### src/rtl/draw_pkg.sv
// Shared constants, state encoding and packed-field helpers for the draw arbiter.
package draw_pkg;

    localparam int XW_DEF       = 9;
    localparam int YW_DEF       = 8;
    localparam int CW_DEF       = 12;
    localparam int SCREEN_W_DEF = 320;

    localparam int CH_P0 = 0;
    localparam int CH_P1 = 1;
    localparam int CH_P2 = 2;
    localparam int CH_P3 = 3;
    localparam int CH_DP = 4;

    localparam logic [11:0] COL_P0 = 12'hF00;
    localparam logic [11:0] COL_P1 = 12'h0F0;
    localparam logic [11:0] COL_P2 = 12'h00F;
    localparam logic [11:0] COL_P3 = 12'hFF0;
    localparam logic [11:0] COL_DP = 12'hFFF;

    typedef enum logic {
        ST_IDLE = 1'b0,
        ST_LOCK = 1'b1
    } arb_state_e;

    // Lowest bit of channel ch's field in a bus packed with w bits per channel.
    function automatic int field_lo(input int ch, input int w);
        return ch * w;
    endfunction

    function automatic int field_hi(input int ch, input int w);
        return ch * w + w - 1;
    endfunction

endpackage

### src/rtl/draw_arbiter_n_rr_pick.sv
// Combinational picker: first set request at or after ptr_i, searching upward with wrap.
module rr_pick
    import draw_pkg::*;
#(
    parameter int N  = 5,
    parameter int IW = (N > 1) ? $clog2(N) : 1
) (
    input  logic [N-1:0]  req_i,
    input  logic [IW-1:0] ptr_i,
    output logic          found_o,
    output logic [IW-1:0] idx_o
);

    logic          found;
    logic [IW-1:0] idx;

    // Two passes: indices at/after the pointer first, then the wrapped-around low indices.
    always_comb begin
        found = 1'b0;
        idx   = '0;
        for (int i = 0; i < N; i++) begin
            if (!found && req_i[i] && (i >= int'(ptr_i))) begin
                found = 1'b1;
                idx   = IW'(i);
            end
        end
        for (int i = 0; i < N; i++) begin
            if (!found && req_i[i]) begin
                found = 1'b1;
                idx   = IW'(i);
            end
        end
    end

    assign found_o = found;
    assign idx_o   = idx;

endmodule

### src/rtl/draw_arbiter_n.sv
// N-channel pixel-draw arbiter with burst locking and a single registered output slot.
// Optional DRAW_ARB_BGADDR_EN adds a registered background address output (y*SCREEN_W + x).
module draw_arbiter_n
    import draw_pkg::*;
#(
    parameter int NCH      = 5,
    parameter int XW       = XW_DEF,
    parameter int YW       = YW_DEF,
    parameter int CW       = CW_DEF,
    parameter int SCREEN_W = SCREEN_W_DEF,
    parameter int RR_MODE  = 1
) (
    input  logic                      clk,
    input  logic                      resetn,
    input  logic [NCH-1:0]            req_valid,
    input  logic [NCH-1:0]            req_last,
    input  logic [NCH*XW-1:0]         req_x,
    input  logic [NCH*YW-1:0]         req_y,
    input  logic [NCH*CW-1:0]         req_c,
    output logic [NCH-1:0]            req_ready,
    input  logic                      out_ready,
    output logic                      plot,
    output logic [XW-1:0]             x,
    output logic [YW-1:0]             y,
    output logic [CW-1:0]             c,
    output logic [$clog2(NCH)-1:0]    grant_id,
`ifdef DRAW_ARB_BGADDR_EN
    output logic [$clog2(SCREEN_W*(2**YW))-1:0] bg_addr,
`endif
    output logic                      busy
);

    localparam int IW = $clog2(NCH);

    arb_state_e    state_q;
    logic [IW-1:0] lock_q, ptr_q, grant_q;
    logic          started_q, plot_q;
    logic [XW-1:0] x_q;
    logic [YW-1:0] y_q;
    logic [CW-1:0] c_q;

    logic          slot_free, pick_found, accept, sel_last;
    logic [IW-1:0] pick_idx, sel, ptr_eff, ptr_d;
    logic [XW-1:0] sel_x;
    logic [YW-1:0] sel_y;
    logic [CW-1:0] sel_c;

    assign ptr_eff = (RR_MODE != 0) ? ptr_q : '0;

    rr_pick #(.N(NCH), .IW(IW)) u_pick (
        .req_i   (req_valid),
        .ptr_i   (ptr_eff),
        .found_o (pick_found),
        .idx_o   (pick_idx)
    );

    // Handshake: a beat transfers on channel i when req_valid[i] && req_ready[i]; at most one
    // req_ready bit is high, and only while the output slot is empty or being drained this cycle.
    always_comb begin
        slot_free = !plot_q || out_ready;
        sel       = (state_q == ST_LOCK) ? lock_q : pick_idx;
        req_ready = '0;
        if (started_q && slot_free) begin
            if (state_q == ST_LOCK) begin
                req_ready[lock_q] = 1'b1;
            end else if (pick_found) begin
                req_ready[pick_idx] = 1'b1;
            end
        end
        sel_x = '0;
        sel_y = '0;
        sel_c = '0;
        for (int i = 0; i < NCH; i++) begin
            if (sel == IW'(i)) begin
                sel_x = req_x[field_lo(i, XW) +: XW];
                sel_y = req_y[field_lo(i, YW) +: YW];
                sel_c = req_c[field_lo(i, CW) +: CW];
            end
        end
        accept   = |(req_valid & req_ready);
        sel_last = |(req_last & req_ready);
    end

    assign ptr_d = (sel == IW'(NCH - 1)) ? '0 : sel + 1'b1;

`ifdef DRAW_ARB_BGADDR_EN
    localparam int BW = $clog2(SCREEN_W*(2**YW));
    logic [BW-1:0] bg_q, bg_d;
    assign bg_d    = BW'(sel_y) * BW'(SCREEN_W) + BW'(sel_x);
    assign bg_addr = bg_q;
`endif

    always_ff @(posedge clk or negedge resetn) begin
        if (!resetn) begin
            state_q   <= ST_IDLE;
            lock_q    <= '0;
            ptr_q     <= '0;
            grant_q   <= '0;
            started_q <= 1'b0;
            plot_q    <= 1'b0;
            x_q       <= '0;
            y_q       <= '0;
            c_q       <= '0;
`ifdef DRAW_ARB_BGADDR_EN
            bg_q      <= '0;
`endif
        end else begin
            started_q <= 1'b1;
            if (accept) begin
                plot_q  <= 1'b1;
                x_q     <= sel_x;
                y_q     <= sel_y;
                c_q     <= sel_c;
                grant_q <= sel;
`ifdef DRAW_ARB_BGADDR_EN
                bg_q    <= bg_d;
`endif
                if (sel_last) begin
                    state_q <= ST_IDLE;
                    ptr_q   <= ptr_d;
                end else begin
                    state_q <= ST_LOCK;
                    lock_q  <= sel;
                end
            end else if (out_ready) begin
                plot_q <= 1'b0;
            end
        end
    end

    assign plot     = plot_q;
    assign x        = x_q;
    assign y        = y_q;
    assign c        = c_q;
    assign grant_id = grant_q;
    assign busy     = (state_q == ST_LOCK);

endmodule

### config.mk
export PLATFORM = sky130hd
export DESIGN_NAME = draw_arbiter_n
export DESIGN_NICKNAME = d
export VERILOG_FILES = /design/src/rtl/draw_pkg.sv /design/src/rtl/draw_arbiter_n_rr_pick.sv /design/src/rtl/draw_arbiter_n.sv
export SDC_FILE = /design/constraint.sdc
export NUM_CORES = 1
export LEC_CHECK = 0
export ABC_AREA = 1
export BUFFER_PORTS_ARGS = -buffer_cell sky130_fd_sc_hd__clkbuf_2
export CORE_MARGIN = 4
export CORE_UTILIZATION = 32
export DETAILED_ROUTE_END_ITERATION = 10
export GPL_ROUTABILITY_DRIVEN = 0
export PLACE_DENSITY = 0.67
export REMOVE_ABC_BUFFERS = 1
export SETUP_SLACK_MARGIN = 0.5
export SYNTH_ARGS = -nofsm -noshare
export SYNTH_HDL_FRONTEND = slang
export SYNTH_HIERARCHICAL = 1
export SYNTH_SLANG_ARGS = --single-unit
export TNS_END_PERCENT = 30
### constraint.sdc
create_clock -name clk -period 4.15 [get_ports clk]
set_input_delay 0.6225 -clock clk [delete_from_list [all_inputs] [get_ports clk]]
set_output_delay 0.6225 -clock clk [all_outputs]
set_load 0.1 [all_outputs]
## Yosys cells after proc, flatten, opt, wreduce, memory -nomap -nowiden

Index checks and enable logic that the tools add are counted.

- $add $sub $neg: 1
- Magnitude comparators: 9
- Equal/unequal tests: 4
- Multiplexer cells: 46
- Bitwise logic cells: 3
- Reduce and logical (&&, ||, !) cells: 34

Operator list:

| operator | count |
|---|---|
| $mux 12 | 5 |
| $mux 9 | 5 |
| $mux 8 | 5 |
| $mux 3 | 8 |
| $logic_and 1x1->1 | 17 |
| $mux 1 | 16 |
| $mux 5 | 3 |
| $and 5x5->5 | 2 |
| $logic_not 1->1 | 10 |
| $reduce_or 5->1 | 2 |
| $lt 3x4->1 const B | 2 |
| $demux 1 s3 | 2 |
| $eq 3x2->1 const B | 2 |
| $ge 1x3->1 const A | 2 |
| $ge 2x3->1 const A | 2 |
| $ge 3x1->1 const B | 2 |
| $mux 2 | 2 |
| $reduce_and 2->1 | 2 |
| $add 3x1->3 const B | 1 |
| $eq 3x1->1 const B | 1 |
| $eq 3x3->1 const B | 1 |
| $ge 3x3->1 const A | 1 |
| $logic_not 3->1 | 1 |
| $reduce_bool 2->1 | 1 |
| 2 further kinds | 2 |

- Register bits: 41
- Input bits: 158
- Output and inout port bits: 39
- Word-level logic and storage cells: 106

## Depth between registers and ports, before layout

- Depth in word-level cells: 45
- Depth in mapped cells: 23
- Depth with buffers taken out: 21

## Hierarchy

Netlist, hierarchy kept.

By module, submodules not included:

| module | times used | cells an instance | area each (µm²) | sequential area each (µm²) |
|---|---|---|---|---|
| draw_arbiter_n | 1 | 669 | 3766.1 | 1026.0 |
| rr_pick | 1 | 33 | 190.2 | 0.0 |

## Worst setup path before layout

No wires, ideal clock.

- Kind: input to output
- Start: in req_valid[2]
- End: out req_ready[1]
- Arrival time: 3.043 ns
- Required time: 3.527 ns
- Setup slack: 0.485 ns
- Cell stages on the path: 11
- Path buffers: 0
- Cells stage by stage: inv_2 > nor2_1 > a21oi_4 > nand4_4 > nor2_4 > nand3_2 > nand2_1 > inv_1 > nor2_1 > nand3_1 > a21oi_1

- Longest elaborated chain between the ends: 33
- Elaborated cells on any way between the ends: 42
- Those cells by class: order compare: 2; mux: 21; reduce/logical: 19

Ends and longest elaborated chain:

| what | line | source |
|---|---|---|
| start, declared | draw_arbiter_n.sv:15 | `input logic [NCH-1:0] req_valid,` |
| $logic_and 1x1->1 (2 in series) | draw_arbiter_n_rr_pick.sv:22 | `if (!found && req_i[i] && (i >= int'(ptr_i))) begin` |
| $mux 1 | draw_arbiter_n_rr_pick.sv:22 |  |
| $logic_not 1->1 | draw_arbiter_n_rr_pick.sv:22 |  |
| $logic_and 1x1->1 (2 in series) | draw_arbiter_n_rr_pick.sv:22 |  |
| $mux 1 | draw_arbiter_n_rr_pick.sv:22 |  |
| $logic_not 1->1 | draw_arbiter_n_rr_pick.sv:22 |  |
| $logic_and 1x1->1 (2 in series) | draw_arbiter_n_rr_pick.sv:22 |  |
| $mux 1 | draw_arbiter_n_rr_pick.sv:22 |  |
| (+15 left out) | n/a |  |
| net pick_idx[0] | draw_arbiter_n.sv:43 | `logic [IW-1:0] pick_idx, sel, ptr_eff, ptr_d;` |
| $lt 3x4->1 (not written as such) / $ge 3x1->1 (equally long branches) | draw_arbiter_n.sv:67 | `req_ready[pick_idx] = 1'b1;` |
| $logic_and 1x1->1 (not written as such) | draw_arbiter_n.sv:67 |  |
| $mux 1 (not written as such) | draw_arbiter_n.sv:67 |  |
| $demux 1 s3 * | draw_arbiter_n.sv:67 |  |
| $mux 5 * | draw_arbiter_n.sv:66 | `end else if (pick_found) begin` |
| $mux 5 * | draw_arbiter_n.sv:64 | `if (state_q == ST_LOCK) begin` |
| $mux 5 * | draw_arbiter_n.sv:63 | `if (started_q && slot_free) begin` |
| end, declared | draw_arbiter_n.sv:20 | `output logic [NCH-1:0] req_ready,` |

Mark *: on every way through the listed nets, which the timed path passes. The rest lies on a longest branch.

## Worst setup path in the final report

- Start: in req_valid[2]
- End: reg c_q[8] (netlist: c[8])

- Elaborated cells on any way between the ends: 55
- Those cells by class: order compare: 2; eq/ne: 4; mux: 27; bitwise: 1; reduce/logical: 21

RTL lines:

| what | line | source |
|---|---|---|
| $logic_and 1x1->1 (2 in series) | draw_arbiter_n_rr_pick.sv:22 |  |
| $mux 1 | draw_arbiter_n_rr_pick.sv:22 |  |
| $logic_not 1->1 | draw_arbiter_n_rr_pick.sv:22 |  |
| $logic_and 1x1->1 (2 in series) | draw_arbiter_n_rr_pick.sv:22 |  |
| $mux 1 | draw_arbiter_n_rr_pick.sv:22 |  |
| $logic_not 1->1 | draw_arbiter_n_rr_pick.sv:22 |  |
| $logic_and 1x1->1 (2 in series) | draw_arbiter_n_rr_pick.sv:22 |  |
| $mux 1 | draw_arbiter_n_rr_pick.sv:22 |  |
| (+13 left out) | n/a |  |
| $logic_and 1x1->1 | draw_arbiter_n_rr_pick.sv:28 | `if (!found && req_i[i]) begin` |
| $mux 3 * | draw_arbiter_n_rr_pick.sv:28 |  |
| net pick_idx[1] | draw_arbiter_n.sv:43 |  |
| $mux 3 * | draw_arbiter_n.sv:61 | `sel = (state_q == ST_LOCK) ? lock_q : pick_idx;` |
| net sel[1] | draw_arbiter_n.sv:43 |  |
| $logic_not 3->1 | draw_arbiter_n.sv:74 | `if (sel == IW'(i)) begin` |
| $mux 12 (4 in series) | draw_arbiter_n.sv:74 |  |
| $mux 12 * | draw_arbiter_n.sv:74 |  |
| end signal, assigned | draw_arbiter_n.sv:113 | `c_q <= sel_c;` |
| end, declared | draw_arbiter_n.sv:40 | `logic [CW-1:0] c_q;` |

Marked as above.
A chain may end at the register's enable or synchronous reset.

==> impl_metrics.json <==
{
  "outcome": "finished, final reports clean",
  "synth_edf_count": 0,
  "combPwrFrac_pct": 77.8,
  "clock-sinks": 41,
  "p_switching_w": 0.00308,
  "grt_max_degree": 42,
  "fmax_ghz": 0.301,
  "postCtsSetupBuffers": 0,
  "max_slew_margin_pct": 28.0,
  "final.period_utilization_pct": 80.2,
  "area_growth_pct": 31.1,
  "clk_pin_slew_worst_paths_ns": 0.06,
  "holdBufCountCts": 0,
  "antenna_cells": 0,
  "syn_area_um2": 3960,
  "grt_pass1_wl_um": 21800,
  "use_met1_pct": 24.2,
  "hp-class": "reg2reg",
  "maxCapViolations": 0,
  "drt_first_pass_iters": 5,
  "tns_ns": 0,
  "die_w_um": 119,
  "final-max-slew-violation-count": 0,
  "antenna_found_initial": 0,
  "die_area_um2": 14200,
  "coreArea_um2": 12100,
  "syn_area_per_cell_um2": 5.64,
  "finalNetCount": 1039,
  "powerDensity_nw_per_um2": 931,
  "vdd_ir_drop_max_uv": 323,
  "use_met3_pct": 2.99,
  "htree_levels": 2,
  "synth_cell_types": 31,
  "clkPwrFrac_pct": 7.9,
  "finalPower_w": 0.00483,
  "synthCells": 702,
  "routedWlPerCell_um": 12.8,
  "synthArstFlopShare_pct": 100,
  "met2_usage_pct": 31.8,
  "rsz0062_at_grt": "true",
  "root_buffer": "clkbuf_16",
  "p_int_w": 0.00175,
  "wirelength_um": 13400,
  "swShare_pct": 63.8,
  "cts_tree": "built",
  "worstPathMaxFanout": 29,
  "drc": 0,
  "clock-skew-final_ns": 0.00808,
  "numPortBuffers": 196,
  "required_ns": 4.32,
  "power_leakage_nw": 3.30,
  "critPathArrivalTime_ns": 3.50,
  "cp-start-kind": "input pin",
  "pwr-share-seq_pct": 14.2,
  "vias_per_cell": 4.50,
  "grt_pass1_vias": 4440,
  "drive_gt1_share_pct": 28.1,
  "crit_path_end_kind": "flip-flop",
  "busiest_layer": "met2",
  "rows": 40,
  "setup_viol": 0,
  "grt_use_total_pct": 18.6,
  "period_needed_ns": 3.33,
  "worst_slew_pin_slew_ns": 1.08,
  "start_util_pct": 32.8,
  "finalHoldViolCount": 0,
  "ys.warnings.count": 6,
  "io_pins": 197,
  "first_iter_violations": 291,
  "ys_ff_latch": 41,
  "numCtsBuffers": 5,
  "die_h_um": 119,
  "critPathKind": "in2reg",
  "synth-seq-area-share_pct": 25.9,
  "dpl.hpwl_um": 10000,
  "clockBufferDepth": 2,
  "dr_total_vias": 4701,
  "overflow": 0,
  "clk_latency_ns": 0.28,
  "synth_flop_cell": "dfrtp_1",
  "nFillCells": 1344,
  "postRouteAntennaNets": 0
}
==> state kept, by name, summed over array words and instances (netlist names) <==
name / cells
grant_id: 3
started_q: 1
lock_q: 3
plot: 1
c: 12
y: 8
ptr_eff: 3
busy: 1
x: 9
==> metrics by stage <==
step / utilization (%) / cells / hold slack [ns] / worst slack [ns] / instance area (µm²)
6_report: 43.0 / 1045 / 0.471 / 0.823 / 5190
5_1_grt: 43.0 / 1045 / 0.501 / 0.458 / 5190
4_1_cts: 43.0 / 1045 / 0.481 / 0.814 / 5180
3_5_place_dp: 41.8 / 1037 / 0.464 / 0.519 / 5040
3_3_place_gp: 41.8 / 1037 / 0.457 / 0.603 / 5040
2_1_floorplan: - / 665 / 0.327 / 0.485 / 3760
==> cells in the final DEF, fill, tap and decap left out, types with 2 or more instances in the layout <==
cell type     n
or2_1        10
clkbuf_2    196
or2_0         5
clkinvlp_4    2
nor2_4        3
buf_4         6
nand2_1     255
clkinv_2      2
or2_2        14
inv_2         6
buf_12        2
inv_1       113
and2_1        2
nand2_2       5
dfrtp_1      41
nand3_1     135
a21oi_1       2
ha_1          4
o21ai_0       5
clkbuf_16     5
nor2_1       48
nand4_1       5
==> Yosys cell counts, drive strengths merged, types with 2 or more instances <==
master | n | area, µm²
ha | 5 | 62.6
inv | 120 | 450
nand4 | 6 | 52.6
or2 | 29 | 181
and2 | 2 | 12.5
dfrtp | 41 | 1030
clkbuf | 15 | 56.3
nand3 | 136 | 686
nor2 | 52 | 220
o21ai | 6 | 30.0
nand2 | 260 | 988
a21oi | 3 | 26.3
buf | 22 | 138
==> path summary, 6_finish.rpt <==
kind / startpoint / to / slack, ns / cells after the start
max: req_valid[2] / c[8] / 0.82 / 19
min: grant_id[0] / grant_id[0] / 0.47 / 2
min reg2reg: grant_id[0] / grant_id[0] / 0.47 / 2
max reg2reg: ptr_eff[2] / c[8] / 0.89 / 17
min in group asynchronous: resetn / c[11] / 0.53 / 1
max in group asynchronous: resetn / grant_id[2] / 2.96 / 1
==> cell type report <==
cell class                 count  area, µm²  area share (%)
multi-input combinational    503       2280            44.0
timing repair buffer         204       1070            20.5
sequential                    41       1030            19.8
inverter                     121        458            8.83
tap                          168        210            4.05
clock buffer                   5        125            2.41
clock inverter                 3       17.5           0.338
==> critical path: stages <==
cell,delay [ns]
clkbuf_2,0.11
inv_2,0.08
nor2_1,0.08
a21oi_4,0.19
nand4_4,0.12
nor2_4,0.14
nand3_2,0.08
nand3_1,0.15
inv_1,0.05
o21ai_0,0.37
ha_1,0.24
ha_1,0.21
clkinvlp_4,0.49
nand2_1,0.21
inv_1,0.06
nand2_1,0.06
nand3_1,0.08
nand3_1,0.11
nand2_1,0.06
==> power by group through the flow <==
stage | Sequential, W | Clock (W) | Combinational [W]
finish | 0.000688 | 0.000383 | 0.00376
global route | 0.000714 | 0.000414 | 0.00418
floorplan | 0.00171 | 0 | 0.00186
detailed placement | 0.000695 | 0 | 0.00378
CTS | 0.000690 | 0.000394 | 0.00379
global placement | 0.000696 | 0 | 0.00376
==> routing by layer <==
metal / share of wire, % / vias to the layer above
li1: - / 2471
met1: 44 / 2038
met2: 48 / 171
met3: 6.4 / 21
met4: 1.7 / 0
met5: 0 / -
==> what timing repair did <==
action | 4_1_cts | 5_1_grt
gates resized for setup | 0 | 1
hold endpoints to repair | 0 | 0
setup endpoints to repair | 0 | 18
==> cells by family (layout without fill, tap and decap cells) <==
logic type	after synthesis	in the layout	share of synthesized area [%]
DFF	41	41	25.9
and+or+nand+nor	486	486	54.2
other	1	1	0.0948
AOI/OAI and AO/OA	11	11	1.77
buffers and inverters	158	333	16.4
adders and majority gates	5	5	1.58
Note: power is estimated with default switching activity, not from simulation.
